$ cat config.mk
export PLATFORM = sky130hd
export DESIGN_NAME = dvbs2_pl_sequencer
export DESIGN_NICKNAME = d
export VERILOG_FILES = /design/src/rtl/dvbs2_pl_pkg.sv /design/src/rtl/pl_seg_counter.sv /design/src/rtl/dvbs2_pl_sequencer.sv
export SDC_FILE = /design/constraint.sdc
export NUM_CORES = 1
export LEC_CHECK = 0
export BUFFER_PORTS_ARGS = -buffer_cell sky130_fd_sc_hd__buf_2
export CAP_MARGIN = 5
export CORE_ASPECT_RATIO = 0.6
export CORE_MARGIN = 2
export CORE_UTILIZATION = 53
export DETAILED_ROUTE_END_ITERATION = 6
export HOLD_SLACK_MARGIN = 0.03
export PLACE_DENSITY = 0.86
export SLEW_MARGIN = 20
export SYNTH_ARGS = -nofsm -noshare
export SYNTH_HDL_FRONTEND = slang
export SYNTH_HIERARCHICAL = 1
export SYNTH_SLANG_ARGS = --single-unit
$ cat constraint.sdc
create_clock -name sys_clk -period 4.9 [get_ports sys_clk]
set_clock_uncertainty 0.05 [all_clocks]
set_input_delay 0.98 -clock sys_clk [delete_from_list [all_inputs] [get_ports sys_clk]]
set_output_delay 0.98 -clock sys_clk [all_outputs]
set_load 0.01 [all_outputs]
$ cat src/rtl/dvbs2_pl_pkg.sv
// Shared state type and default framing constants for the DVB-S2 PL sequencer.
package dvbs2_pl_pkg;

  typedef enum logic [2:0] {
    StIdle,
    StHdr,
    StData,
    StPilot,
    StDummy
  } pl_state_e;

  localparam int unsigned DefDw          = 16;
  localparam int unsigned DefHdrLen      = 90;
  localparam int unsigned DefSlotLen     = 90;
  localparam int unsigned DefPilotLen    = 36;
  localparam int unsigned DefPilotPeriod = 16;
  localparam int unsigned DefMaxSlots    = 360;
  localparam int unsigned DefDummySlots  = 36;

  localparam logic signed [15:0] DefDummyVal = 16'sh0b50;

  localparam int unsigned SymCntW  = 7;
  localparam int unsigned SlotCntW = 9;
  localparam int unsigned BlkCntW  = 4;

endpackage

$ cat src/rtl/pl_seg_counter.sv
// Symbol/slot/pilot-block counters for the PL framer; flags segment end, frame end
// and the slot boundaries that must be followed by a pilot block.
module pl_seg_counter
  import dvbs2_pl_pkg::*;
#(
  parameter int unsigned HDR_LEN      = DefHdrLen,
  parameter int unsigned SLOT_LEN     = DefSlotLen,
  parameter int unsigned PILOT_LEN    = DefPilotLen,
  parameter int unsigned PILOT_PERIOD = DefPilotPeriod,
  parameter int unsigned DUMMY_SLOTS  = DefDummySlots
) (
  input  logic                sys_clk,
  input  logic                rst_n,
  input  logic                adv,
  input  pl_state_e           state,
  input  logic [SlotCntW-1:0] slots,
  input  logic                pilots,
  output logic [SymCntW-1:0]  sym_cnt,
  output logic                seg_end,
  output logic                frame_end,
  output logic                pilot_due
);

  logic [SymCntW-1:0]  sym_cnt_q, sym_cnt_d;
  logic [SlotCntW-1:0] slot_cnt_q, slot_cnt_d;
  logic [BlkCntW-1:0]  blk_cnt_q, blk_cnt_d;
  logic [SymCntW-1:0]  seg_last;
  logic                slot_last;
  logic                in_slot;

  always_comb begin
    case (state)
      StData, StDummy: seg_last = SymCntW'(SLOT_LEN - 1);
      StPilot:         seg_last = SymCntW'(PILOT_LEN - 1);
      default:         seg_last = SymCntW'(HDR_LEN - 1);
    endcase
    in_slot   = (state == StData) || (state == StDummy);
    slot_last = (state == StDummy) ? (slot_cnt_q == SlotCntW'(DUMMY_SLOTS - 1))
                                   : (slot_cnt_q == slots - SlotCntW'(1));
    seg_end   = (sym_cnt_q == seg_last);
    frame_end = seg_end && in_slot && slot_last;
    // A pilot follows every PILOT_PERIOD-th slot unless that slot is the frame's last.
    pilot_due = seg_end && pilots && (state == StData) &&
                (({1'b0, blk_cnt_q} + (BlkCntW+1)'(1)) == (BlkCntW+1)'(PILOT_PERIOD)) &&
                ((slot_cnt_q + SlotCntW'(1)) < slots);
  end

  always_comb begin
    sym_cnt_d  = sym_cnt_q;
    slot_cnt_d = slot_cnt_q;
    blk_cnt_d  = blk_cnt_q;
    if (adv) begin
      if (state == StIdle) begin
        // Leaving idle already consumes header symbol 0.
        sym_cnt_d  = SymCntW'(1);
        slot_cnt_d = '0;
        blk_cnt_d  = '0;
      end else if (seg_end) begin
        sym_cnt_d = '0;
        if (frame_end) begin
          slot_cnt_d = '0;
          blk_cnt_d  = '0;
        end else if (in_slot) begin
          slot_cnt_d = slot_cnt_q + SlotCntW'(1);
          blk_cnt_d  = blk_cnt_q + BlkCntW'(1);
        end else if (state == StPilot) begin
          blk_cnt_d = '0;
        end
      end else begin
        sym_cnt_d = sym_cnt_q + SymCntW'(1);
      end
    end
  end

  always_ff @(posedge sys_clk) begin
    if (!rst_n) begin
      sym_cnt_q  <= '0;
      slot_cnt_q <= '0;
      blk_cnt_q  <= '0;
    end else begin
      sym_cnt_q  <= sym_cnt_d;
      slot_cnt_q <= slot_cnt_d;
      blk_cnt_q  <= blk_cnt_d;
    end
  end

  assign sym_cnt = sym_cnt_q;

endmodule

$ cat src/rtl/dvbs2_pl_sequencer.sv
// DVB-S2 PLFRAME sequencer: header, data slots, pilot blocks and dummy frames built
// from counters. underrun/cfg_err are same-cycle pulses qualified by fs_en.
module dvbs2_pl_sequencer
  import dvbs2_pl_pkg::*;
#(
  parameter int unsigned             DW           = DefDw,
  parameter int unsigned             HDR_LEN      = DefHdrLen,
  parameter int unsigned             SLOT_LEN     = DefSlotLen,
  parameter int unsigned             PILOT_LEN    = DefPilotLen,
  parameter int unsigned             PILOT_PERIOD = DefPilotPeriod,
  parameter int unsigned             MAX_SLOTS    = DefMaxSlots,
  parameter int unsigned             DUMMY_SLOTS  = DefDummySlots,
  parameter logic signed [DW-1:0]    DUMMY_VAL    = DW'(DefDummyVal)
) (
  input  logic                 sys_clk,
  input  logic                 rst_n,
  input  logic                 fs_en,
  input  logic [8:0]           cfg_slots,
  input  logic                 cfg_pilots,
  input  logic                 xfec_frame_avail,
  input  logic                 xfec_vld,
  output logic                 xfec_rdy,
  input  logic signed [DW-1:0] xfec_re_in,
  input  logic signed [DW-1:0] xfec_im_in,
  output logic                 hdr_rd,
  output logic                 hdr_dummy,
  input  logic signed [DW-1:0] pl_header_re_in,
  input  logic signed [DW-1:0] pl_header_im_in,
  output logic                 pilot_rd,
  input  logic signed [DW-1:0] pl_pilot_re_in,
  input  logic signed [DW-1:0] pl_pilot_im_in,
  output logic                 oe,
  output logic                 sof,
  output logic signed [DW-1:0] symbol_re_out,
  output logic signed [DW-1:0] symbol_im_out,
  output logic                 underrun,
  output logic                 cfg_err
);

  pl_state_e           state_q, state_d;
  logic                dummy_q, dummy_d;
  logic                pilots_q, pilots_d;
  logic [8:0]          slots_q, slots_d;
  logic                adv, cfg_ok, start, start_dummy;
  logic [SymCntW-1:0]  sym_cnt;
  logic                seg_end, frame_end, pilot_due;
  logic                oe_q, sof_q, sof_d;
  logic signed [DW-1:0] sym_re_q, sym_im_q, sym_re_d, sym_im_d;

  pl_seg_counter #(
    .HDR_LEN      (HDR_LEN),
    .SLOT_LEN     (SLOT_LEN),
    .PILOT_LEN    (PILOT_LEN),
    .PILOT_PERIOD (PILOT_PERIOD),
    .DUMMY_SLOTS  (DUMMY_SLOTS)
  ) u_seg_counter (
    .sys_clk   (sys_clk),
    .rst_n     (rst_n),
    .adv       (adv),
    .state     (state_q),
    .slots     (slots_q),
    .pilots    (pilots_q),
    .sym_cnt   (sym_cnt),
    .seg_end   (seg_end),
    .frame_end (frame_end),
    .pilot_due (pilot_due)
  );

  // Requests are qualified by reset so nothing is pulled while the block is held.
  assign adv = fs_en & rst_n;

  always_comb begin
    cfg_ok      = (cfg_slots != 9'd0) && (cfg_slots <= 9'(MAX_SLOTS));
    start       = adv && ((state_q == StIdle) || frame_end);
    start_dummy = !(xfec_frame_avail && cfg_ok);

    hdr_rd    = adv && ((state_q == StIdle) || (state_q == StHdr));
    xfec_rdy  = adv && (state_q == StData);
    pilot_rd  = adv && (state_q == StPilot);
    hdr_dummy = rst_n && (((state_q == StHdr) && dummy_q) ||
                          ((state_q == StIdle) && fs_en && start_dummy));
    underrun  = xfec_rdy && !xfec_vld;
    cfg_err   = start && xfec_frame_avail && !cfg_ok;
  end

  always_comb begin
    state_d  = state_q;
    dummy_d  = dummy_q;
    slots_d  = slots_q;
    pilots_d = pilots_q;
    if (start) begin
      state_d = StHdr;
      dummy_d = start_dummy;
      if (!start_dummy) begin
        slots_d  = cfg_slots;
        pilots_d = cfg_pilots;
      end
    end else if (adv && seg_end) begin
      case (state_q)
        StHdr:   state_d = dummy_q ? StDummy : StData;
        StData:  state_d = pilot_due ? StPilot : StData;
        StPilot: state_d = StData;
        default: state_d = state_q;
      endcase
    end
  end

  always_comb begin
    sym_re_d = DUMMY_VAL;
    sym_im_d = DUMMY_VAL;
    case (state_q)
      StIdle, StHdr: begin
        sym_re_d = pl_header_re_in;
        sym_im_d = pl_header_im_in;
      end
      StData: begin
        if (xfec_vld) begin
          sym_re_d = xfec_re_in;
          sym_im_d = xfec_im_in;
        end
      end
      StPilot: begin
        sym_re_d = pl_pilot_re_in;
        sym_im_d = pl_pilot_im_in;
      end
      default: ;
    endcase
    sof_d = (state_q == StIdle) || ((state_q == StHdr) && (sym_cnt == '0));
  end

  always_ff @(posedge sys_clk) begin
    if (!rst_n) begin
      state_q  <= StIdle;
      dummy_q  <= 1'b0;
      slots_q  <= '0;
      pilots_q <= 1'b0;
      oe_q     <= 1'b0;
      sof_q    <= 1'b0;
      sym_re_q <= '0;
      sym_im_q <= '0;
    end else if (fs_en) begin
      state_q  <= state_d;
      dummy_q  <= dummy_d;
      slots_q  <= slots_d;
      pilots_q <= pilots_d;
      oe_q     <= 1'b1;
      sof_q    <= sof_d;
      sym_re_q <= sym_re_d;
      sym_im_q <= sym_im_d;
    end
  end

  assign oe            = oe_q;
  assign sof           = sof_q;
  assign symbol_re_out = sym_re_q;
  assign symbol_im_out = sym_im_q;

endmodule

==> results_dict.tcl, run 1 <==
set metrics [dict create \
    hp-class "reg -> reg" \
    vias 4291 \
    yosys.area.top_type "dfxtp_1" \
    syn_inst 472 \
    startpoint "slots_q[0]" \
    clk_path_buf_depth 2 \
    fin_ws_ns 0.505 \
    cp_max_fo 11 \
    ff2ff_path_depth 11 \
    ant_nets 0 \
    synthArstFlopShare 0 \
    slowest_delay_ns 0.66 \
    rr_startpoint "slots_q[0]" \
    grt_max_degree 35 \
    nets 722 \
    cp_num_buf_inv 3 \
    fp.dieW_microns 116 \
    power_density_nw_per_um2 296 \
    relSlewSlack 0.444 \
    place.gp.congestion 0.889 \
    synth_edf_count 0 \
    postCtsSetupBuffers 0 \
    hold_viol 0 \
    rsz0062_at_grt "no" \
    synth_cell_types 66 \
    ios 151 \
    hpwl_mm 8.61 \
    crit_path_end_kind "output pin" \
    synth_most_common_cell "dfxtp_1" \
    cts.repair.resized 0 \
    status "finished with violations" \
    drive_gt1_frac 0.301 \
    die_y_microns 70.9 \
    route.detailed.drc 11 \
    setup-violations-final 0 \
    yosys_warnings 6 \
    dpl_cell_area_sq_um 4670 \
    ir_drop_v 0.000164 \
    ctsHtreeMaxLevel 3 \
    port-buffer-count 150 \
    slowest_stage "or4b_2" \
    drtPass1Iterations 7 \
    period_minus_slack_ns 4.39 \
    cp_common_cell "inv_1" \
    syn_nets 596 \
    cts_root_buffer "clkbuf_16" \
    num_rows 24 \
    critical-path-top-delay-family "compound AO/OA/AOI/OAI gates" \
    vias_per_cell 6.09 \
    cts-buffers-inserted 9 \
    max_cap_violations 0 \
    clk_latency_ns 0.33 \
    cp_data_arrival_time_ns 3.36 \
    p_leak_nw 2.21 \
    yosysTopAreaCellShare 0.344 \
    yosysSeqAreaShare 0.344 \
    path_clk_slew_ns 0.05 \
    diodes 0 \
    die_area_sq_um 8190 \
    finalSetupTns_ns 0 \
    max_clock_freq_ghz 0.228 \
    whs_path_depth 2 \
    fin_crit_sh 0.897 \
    syn_to_final_growth_pct 25.9 \
    ys_seq_elements 68 \
    min_from "symbol_re_out[14]" \
    wire_per_inst_microns 16.4 \
    syn_area_per_cell_sq_um 8.38 \
    netlist_area_sq_um 3960 \
    postCtsHoldBufs 0 \
    first_iter_violations 358 \
    tightest_slew_ns 0.833 \
    grt_pass1_vias 4017 \
    core-area_sq_um 7240 \
    overflow 0 \
    slew_violations 0 \
    critPathKind "reg -> out" \
    fill_cells 576 \
    routed_wl_mm 11.6 \
    violations "design-rule violations" \
    final_area_sq_um 4980 \
    cts_tree "built" \
    initial_core_util 0.547 \
    grt_pass1_wl_mm 19.3 \
    path_depth 11 \
    grtUsageTotal 0.296 \
    synth_common_cells "dfxtp_1 (68), nand2_1 (55), o21ai_0 (33)" \
    yosys-top-cells-area "dfxtp_1 (34%), a222oi_1 (5.6%), nand2_1 (5.2%), o21ai_0 (4.2%), ha_1 (4.1%)" \
    cp_data_required_time_ns 3.87 \
    fin_util 0.688 \
    cts.sinks 68 \
    antenna_found_initial 0 \
    cp-start-kind "flip-flop" \
    power.total_mw 1.47 \
    synth_top_flop_cell "dfxtp_1" \
    post-place-ws_ns 0.925 \
    worstPathCellList "inv_1 -> ha_1 -> or4b_2 -> o21ai_0 -> o211ai_1 -> a21oi_1 -> o2111ai_1 -> inv_1 -> o211a_1 -> a21boi_1 -> buf_2" \
]
==> cells by family after synthesis <==
logic type	Yosys count	share of synthesized area
and+or+nand+nor	159	0.219
AOI/OAI and AO/OA	147	0.258
DFF	68	0.344
buffers and inverters	56	0.0668
xor gates and xnor gates	20	0.0478
adders and majority gates	14	0.0437
muxes	8	0.0202
==> layer usage <==
metal,GRT usage,share of wire,vias up
met3,0.0865,0.094,26
met5,0,0,-
li1,-,-,2028
met2,0.442,0.43,229
met4,0.102,0.020,0
met1,0.411,0.45,2008
==> cells in the final DEF, fill, tap and decap left out, types with 5 or more instances in the layout <==
| cell type | count |
|---|---|
| dfxtp_1 | 68 |
| nor2_1 | 21 |
| o21a_1 | 5 |
| nand2_1 | 55 |
| a31oi_1 | 7 |
| a221oi_1 | 10 |
| o21ai_0 | 33 |
| ha_1 | 13 |
| clkbuf_16 | 9 |
| mux2i_1 | 8 |
| nand3_1 | 16 |
| a21oi_1 | 15 |
| xor2_1 | 8 |
| and3_1 | 7 |
| o21ai_1 | 29 |
| xnor2_1 | 11 |
| a222oi_1 | 22 |
| nor3_1 | 6 |
| nand4_1 | 16 |
| buf_2 | 150 |
| inv_1 | 17 |
==> state kept, by name, summed over array words and instances (netlist names) <==
| register | flops |
|---|---|
| slots_q | 9 |
| state_q | 3 |
| u_seg_counter/slot_cnt_q | 9 |
| symbol_re_out | 16 |
| sof | 1 |
| pilots_q | 1 |
| dummy_q | 1 |
| u_seg_counter/blk_cnt_q | 4 |
| u_seg_counter/sym_cnt | 7 |
| symbol_im_out | 16 |
| oe | 1 |
==> cell type report <==
cell class	count	area [sq um]	share of cell area
multi-input combinational	348	2340	0.469
sequential	68	1360	0.273
timing repair buffer	153	773	0.155
clock buffer	13	280	0.0563
tap	104	130	0.0261
inverter	18	67.6	0.0136
clock inverter	1	30.0	0.00603
==> power by group <==
part           switching, mW  internal [mW]  total [mW]
sequential            0.0214          0.578       0.600
combinational          0.106         0.0968       0.203
clock                  0.227          0.443       0.670
==> worst min-delay path: stages, from the launching register on <==
cell and delay [ns]:
dfxtp_1 0.30, nand2_1 0.05, o21ai_1 0.05
==> stage by stage <==
stage	hold slack, ns	instances
finish	0.398	705
CTS	0.398	705
global route	0.412	705
floorplan	0.378	472
global placement	0.385	691
detailed placement	0.388	691
==> final timing paths <==
path | slack (ns) | end
setup / recovery | 0.51 | cfg_err
hold / removal | 0.40 | symbol_re_out[14]
setup reg to reg | 1.61 | slots_q[8]
hold reg to reg | 0.40 | symbol_re_out[14]
Note: power is estimated with default switching activity, not from simulation.
==> run 2: changes to the inputs <==
--- a/config.mk
+++ b/config.mk
@@ -5,14 +5,15 @@
 export SDC_FILE = /design/constraint.sdc
 export NUM_CORES = 1
 export LEC_CHECK = 0
+export ABC_CLOCK_PERIOD_IN_PS = 5000
 export BUFFER_PORTS_ARGS = -buffer_cell sky130_fd_sc_hd__buf_2
 export CAP_MARGIN = 5
 export CORE_ASPECT_RATIO = 0.6
 export CORE_MARGIN = 2
-export CORE_UTILIZATION = 53
+export CORE_UTILIZATION = 50
 export DETAILED_ROUTE_END_ITERATION = 6
 export HOLD_SLACK_MARGIN = 0.03
-export PLACE_DENSITY = 0.86
+export PLACE_DENSITY = 0.81
 export SLEW_MARGIN = 20
 export SYNTH_ARGS = -nofsm -noshare
 export SYNTH_HDL_FRONTEND = slang
==> constraint.sdc (replaced) <==
create_clock -name sys_clk -period 5 [get_ports sys_clk]
set_clock_uncertainty 0.05 [all_clocks]
set_input_delay 1 -clock sys_clk [delete_from_list [all_inputs] [get_ports sys_clk]]
set_output_delay 1 -clock sys_clk [all_outputs]
set_load 0.01 [all_outputs]
==> run 2 against run 1 <==
  * The flow still finishes with violations (design-rule violations)
  * Die area is 5.7% higher
  * Flip-flop and latch count stayed put
  * Wire length is 3.9% higher
  * Register-to-register slack better by 0.11 ns
  * Utilization is 4.3 points lower
  * Non-clock buffer count stayed put
  * Critical path type unchanged
  * Count of clock-buffer cells in the layout is 2 lower
  * Global-route usage is 1.9 points lower
  * Cell count is 0.85% higher
  * Combinational power hardly changed
  * Critical path depth is 2 lower
==> results_dict.tcl, run 2 (synthesis results as in run 1) <==
set metrics [dict create \
    tightest_slew_ns 0.823 \
    ios 151 \
    power.total_mw 1.50 \
    ctsHtreeMaxLevel 3 \
    fin_ws_ns 0.607 \
    stdcell_count 711 \
    wire_per_inst_microns 16.9 \
    cp_data_required_time_ns 3.95 \
    critPathKind "reg -> out" \
    clk_path_buf_depth 2 \
    antenna_found_initial 0 \
    vias_per_cell 6.00 \
    cts.repair.resized 0 \
    min_from "symbol_re_out[2]" \
    slew_violations 0 \
    final_area_sq_um 5010 \
    grtUsageTotal 0.277 \
    crit_path_end_kind "output pin" \
    fill_cells 679 \
    fin_crit_sh 0.879 \
    first_iter_violations 397 \
    rsz0062_at_grt "no" \
    core-area_sq_um 7760 \
    setup-violations-final 0 \
    cp-start-kind "flip-flop" \
    holdWs_ns 0.393 \
    die_y_microns 72.9 \
    routed_wl_mm 12.0 \
    drtPass1Iterations 7 \
    overflow 0 \
    initial_core_util 0.510 \
    max_cap_violations 0 \
    grt_max_degree 35 \
    dp.cells 695 \
    fp.dieW_microns 119 \
    route.detailed.drc 1 \
    nets 722 \
    hold_viol 0 \
    hpwl_mm 9.07 \
    cts-buffers-inserted 9 \
    num_rows 25 \
    ant_nets 0 \
    finalSetupTns_ns 0 \
    postCtsSetupBuffers 0 \
    grt_pass1_wl_mm 19.4 \
    hp-class "reg -> reg" \
    cp_max_fo 15 \
    die_area_sq_um 8660 \
    path_clk_slew_ns 0.06 \
    syn_to_final_growth_pct 26.6 \
    p_leak_nw 2.22 \
    status "finished with violations" \
    post-place-ws_ns 1.06 \
    cts_tree "built" \
    place.gp.congestion 0.900 \
    grt_pass1_vias 3977 \
    rr_startpoint "state_q[2]" \
    cts.sinks 68 \
    layout_commonest_cell "buf_2" \
    violations "design-rule violations" \
    relSlewSlack 0.450 \
    startpoint "state_q[2]" \
    fin_util 0.645 \
    diodes 0 \
    vias 4263 \
    max_clock_freq_ghz 0.228 \
    drive_gt1_frac 0.300 \
    ir_drop_v 0.000204 \
    port-buffer-count 150 \
    power_density_nw_per_um2 299 \
    postCtsHoldBufs 0 \
    dpl_cell_area_sq_um 4670 \
    clk_latency_ns 0.33 \
    period_minus_slack_ns 4.39 \
    final_cell_mix "buf_2 (150), dfxtp_1 (68), nand2_1 (55)" \
    cts_root_buffer "clkbuf_16" \
    cp_data_arrival_time_ns 3.34 \
]
## run 2: cell types whose count changed in the layout (fill, tap and decap cells not counted), sizes merged
cell	delta
bufinv	+2
clkbuf	-2
clkinv	+2
## run 2: worst paths after layout
path                           end  slack [ns]  cells past startpoint
setup reg to reg        slots_q[8]        1.72                      9
hold reg to reg   symbol_re_out[2]        0.39                      2
hold / removal    symbol_re_out[2]        0.39                      2
setup / recovery           cfg_err        0.61                      9
## run 2: power by group
| group | internal [mW] | leakage (nW) | switching [mW] |
|---|---|---|---|
| registers | 0.567 | 0.557 | 0.0213 |
| clock network | 0.485 | 0.163 | 0.226 |
| logic | 0.0949 | 1.50 | 0.105 |
| total | 1.15 | 2.22 | 0.352 |
## run 2: per-layer routing
metal / wire length [microns] / up-vias / share of wire / GRT usage
met4: 140 / 0 / 0.012 / 0.0635
met5: 0 / - / 0 / 0
met3: 1060 / 18 / 0.088 / 0.0852
li1: - / 2041 / - / -
met2: 5370 / 203 / 0.45 / 0.439
met1: 5470 / 2001 / 0.45 / 0.374
## run 2: layout make-up
type | count | area, sq um | share of cell area
multi-input cells | 348 | 2340 | 0.467
flip-flops and latches | 68 | 1360 | 0.272
repair buffers | 153 | 773 | 0.154
clock buffers | 11 | 233 | 0.0465
well taps | 108 | 135 | 0.0270
clock inverters | 5 | 100 | 0.0200
inverters | 18 | 67.6 | 0.0135
## run 2: worst max-delay path: stages, from the launching register on
cell and delay (ns):
dfxtp_1 0.66, nor3b_1 0.74, or4_1 0.27, a21oi_1 0.09, and4b_1 0.32, o2111ai_1 0.14
inv_1 0.11, o211a_1 0.34, a21boi_1 0.20, buf_2 0.14
==> run 3: changes to the inputs <==
--- a/config.mk
+++ b/config.mk
@@ -8,9 +8,11 @@
 export ABC_CLOCK_PERIOD_IN_PS = 5000
 export BUFFER_PORTS_ARGS = -buffer_cell sky130_fd_sc_hd__buf_2
 export CAP_MARGIN = 5
+export CELL_PAD_IN_SITES_DETAIL_PLACEMENT = 0
+export CELL_PAD_IN_SITES_GLOBAL_PLACEMENT = 2
 export CORE_ASPECT_RATIO = 0.6
 export CORE_MARGIN = 2
-export CORE_UTILIZATION = 50
+export CORE_UTILIZATION = 28
 export DETAILED_ROUTE_END_ITERATION = 6
 export HOLD_SLACK_MARGIN = 0.03
 export PLACE_DENSITY = 0.81
==> run 3 against run 2 <==
  * The run still ends with design-rule violations left
  * Die area grew 75%
  * Cell count up 12%
  * Sequential share of layout area down 0.57 points
  * Critical path type unchanged
  * Via count decreased by 3.4%
==> results_dict.tcl, run 3 (synthesis results as in run 1) <==
set metrics [dict create \
    grt_pass1_wl_mm 19.9 \
    cts_root_buffer "clkbuf_16" \
    cp_max_fo 15 \
    fin_util 0.373 \
    nets 723 \
    cp-start-kind "flip-flop" \
    worstPathCellList "nor3b_1 -> or4_1 -> a21oi_1 -> and4b_1 -> o2111ai_1 -> inv_1 -> o211a_1 -> a21boi_1 -> buf_2" \
    grt_max_degree 34 \
    hp-class "reg -> reg" \
    drive_gt1_frac 0.303 \
    relSlewSlack 0.447 \
    tightest_slew_ns 0.826 \
    crit_path_end_kind "output pin" \
    wire_per_inst_microns 15.6 \
    cts-buffers-inserted 9 \
    die_y_microns 96.1 \
    grt_busiest_layer "met1" \
    cp_data_arrival_time_ns 3.37 \
    route.detailed.drc 7 \
    ios 151 \
    hold_viol 0 \
    hpwl_mm 9.59 \
    cp_data_required_time_ns 3.95 \
    violations "design-rule violations" \
    syn_to_final_growth_pct 29.3 \
    path_clk_slew_ns 0.05 \
    die_area_sq_um 15100 \
    final_cell_mix "buf_2 (150), dfxtp_1 (68), nand2_1 (55)" \
    final_area_sq_um 5110 \
    setup-violations-final 0 \
    met3_usage 0.0432 \
    vias_per_cell 5.17 \
    grt_use_met2 0.233 \
    critical-path-top-delay-family "simple AND/OR/NAND/NOR gates" \
    place.gp.congestion 0.825 \
    dpl_cell_area_sq_um 4790 \
    cts_tree "built" \
    ctsHtreeMaxLevel 3 \
    core-area_sq_um 13700 \
    slowest_delay_ns 0.75 \
    power_frac_clock 0.469 \
    ir_drop_v 0.000155 \
    initial_core_util 0.289 \
    dp.cells 780 \
    p_leak_nw 2.22 \
    port-buffer-count 150 \
    period_minus_slack_ns 4.42 \
    routed_wl_mm 12.5 \
    p_int_mw 1.11 \
    antenna_found_initial 0 \
    overflow 0 \
    fin_crit_sh 0.884 \
    vias 4119 \
    drtPass1Iterations 7 \
    switching_share 0.247 \
    slowest_stage "nor3b_1" \
    cts.sinks 68 \
    layout_commonest_cell "buf_2" \
    max_cap_violations 0 \
    status "finished with violations" \
    clk_path_buf_depth 2 \
    grt_pass1_vias 3682 \
    cts.repair.resized 0 \
    power_density_nw_per_um2 289 \
    rsz0062_at_grt "no" \
    p_sw_uw 365 \
    first_iter_violations 417 \
    combPwrFrac 0.134 \
    postCtsHoldBufs 0 \
    cp_num_buf_inv 2 \
    grtUsageTotal 0.170 \
    stdcell_count 796 \
    fp.dieW_microns 157 \
    critPathKind "reg -> out" \
    seq_power_share 0.397 \
    max_clock_freq_ghz 0.226 \
    num_rows 33 \
    use_met1 0.256 \
    clk_latency_ns 0.34 \
    r2r_slack_ns 1.72 \
    slew_violations 0 \
    finalSetupTns_ns 0 \
    ant_nets 0 \
    diodes 0 \
    postCtsSetupBuffers 0 \
]
## run 3: layout make-up
type / count / area, sq um
clock buffers: 11 / 243
clock inverters: 5 / 85.1
fillers: 1436 / 8590
inverters: 18 / 67.6
multi-input cells: 348 / 2340
flip-flops and latches: 68 / 1360
well taps: 192 / 240
repair buffers: 154 / 781
## run 3: worst register-to-register path: cells and delay by family, from the launching register on
family	cells	cell delay, ns
buffers and inverters	1	0.12
muxes	1	0.18
and+or+nand+nor	4	1.64
AOI/OAI and AO/OA	3	0.55
DFF	1	0.67
## run 3: through the flow
stage                     hold slack, ns  power (mW)  setup slack (ns)
after floorplan                    0.378       0.706              1.35
after global placement             0.383       0.794              1.04
after detailed placement           0.387       0.797             0.953
after CTS                          0.396        1.50             0.578
after global routing               0.409        1.55             0.302
final                              0.392        1.48             0.582
## run 3: per-layer routing
metal	share of wire	vias up
met5	0	-
met1	0.54	1924
met3	0.068	14
met4	0.012	0
met2	0.38	139
li1	-	2042
## run 3: worst paths after layout
check,from,to,cells after the start
max reg2reg,state_q[2],slots_q[8],9
min reg2reg,symbol_re_out[3],symbol_re_out[3],2
min,symbol_re_out[3],symbol_re_out[3],2
max,state_q[2],cfg_err,9
## run 3: power by group through the flow
stage,sequential [mW],clock [mW],combinational (mW)
global route,0.591,0.738,0.220
finish,0.587,0.693,0.198
floorplan,0.602,0,0.104
CTS,0.587,0.712,0.199
detailed placement,0.598,0,0.198
global placement,0.598,0,0.197
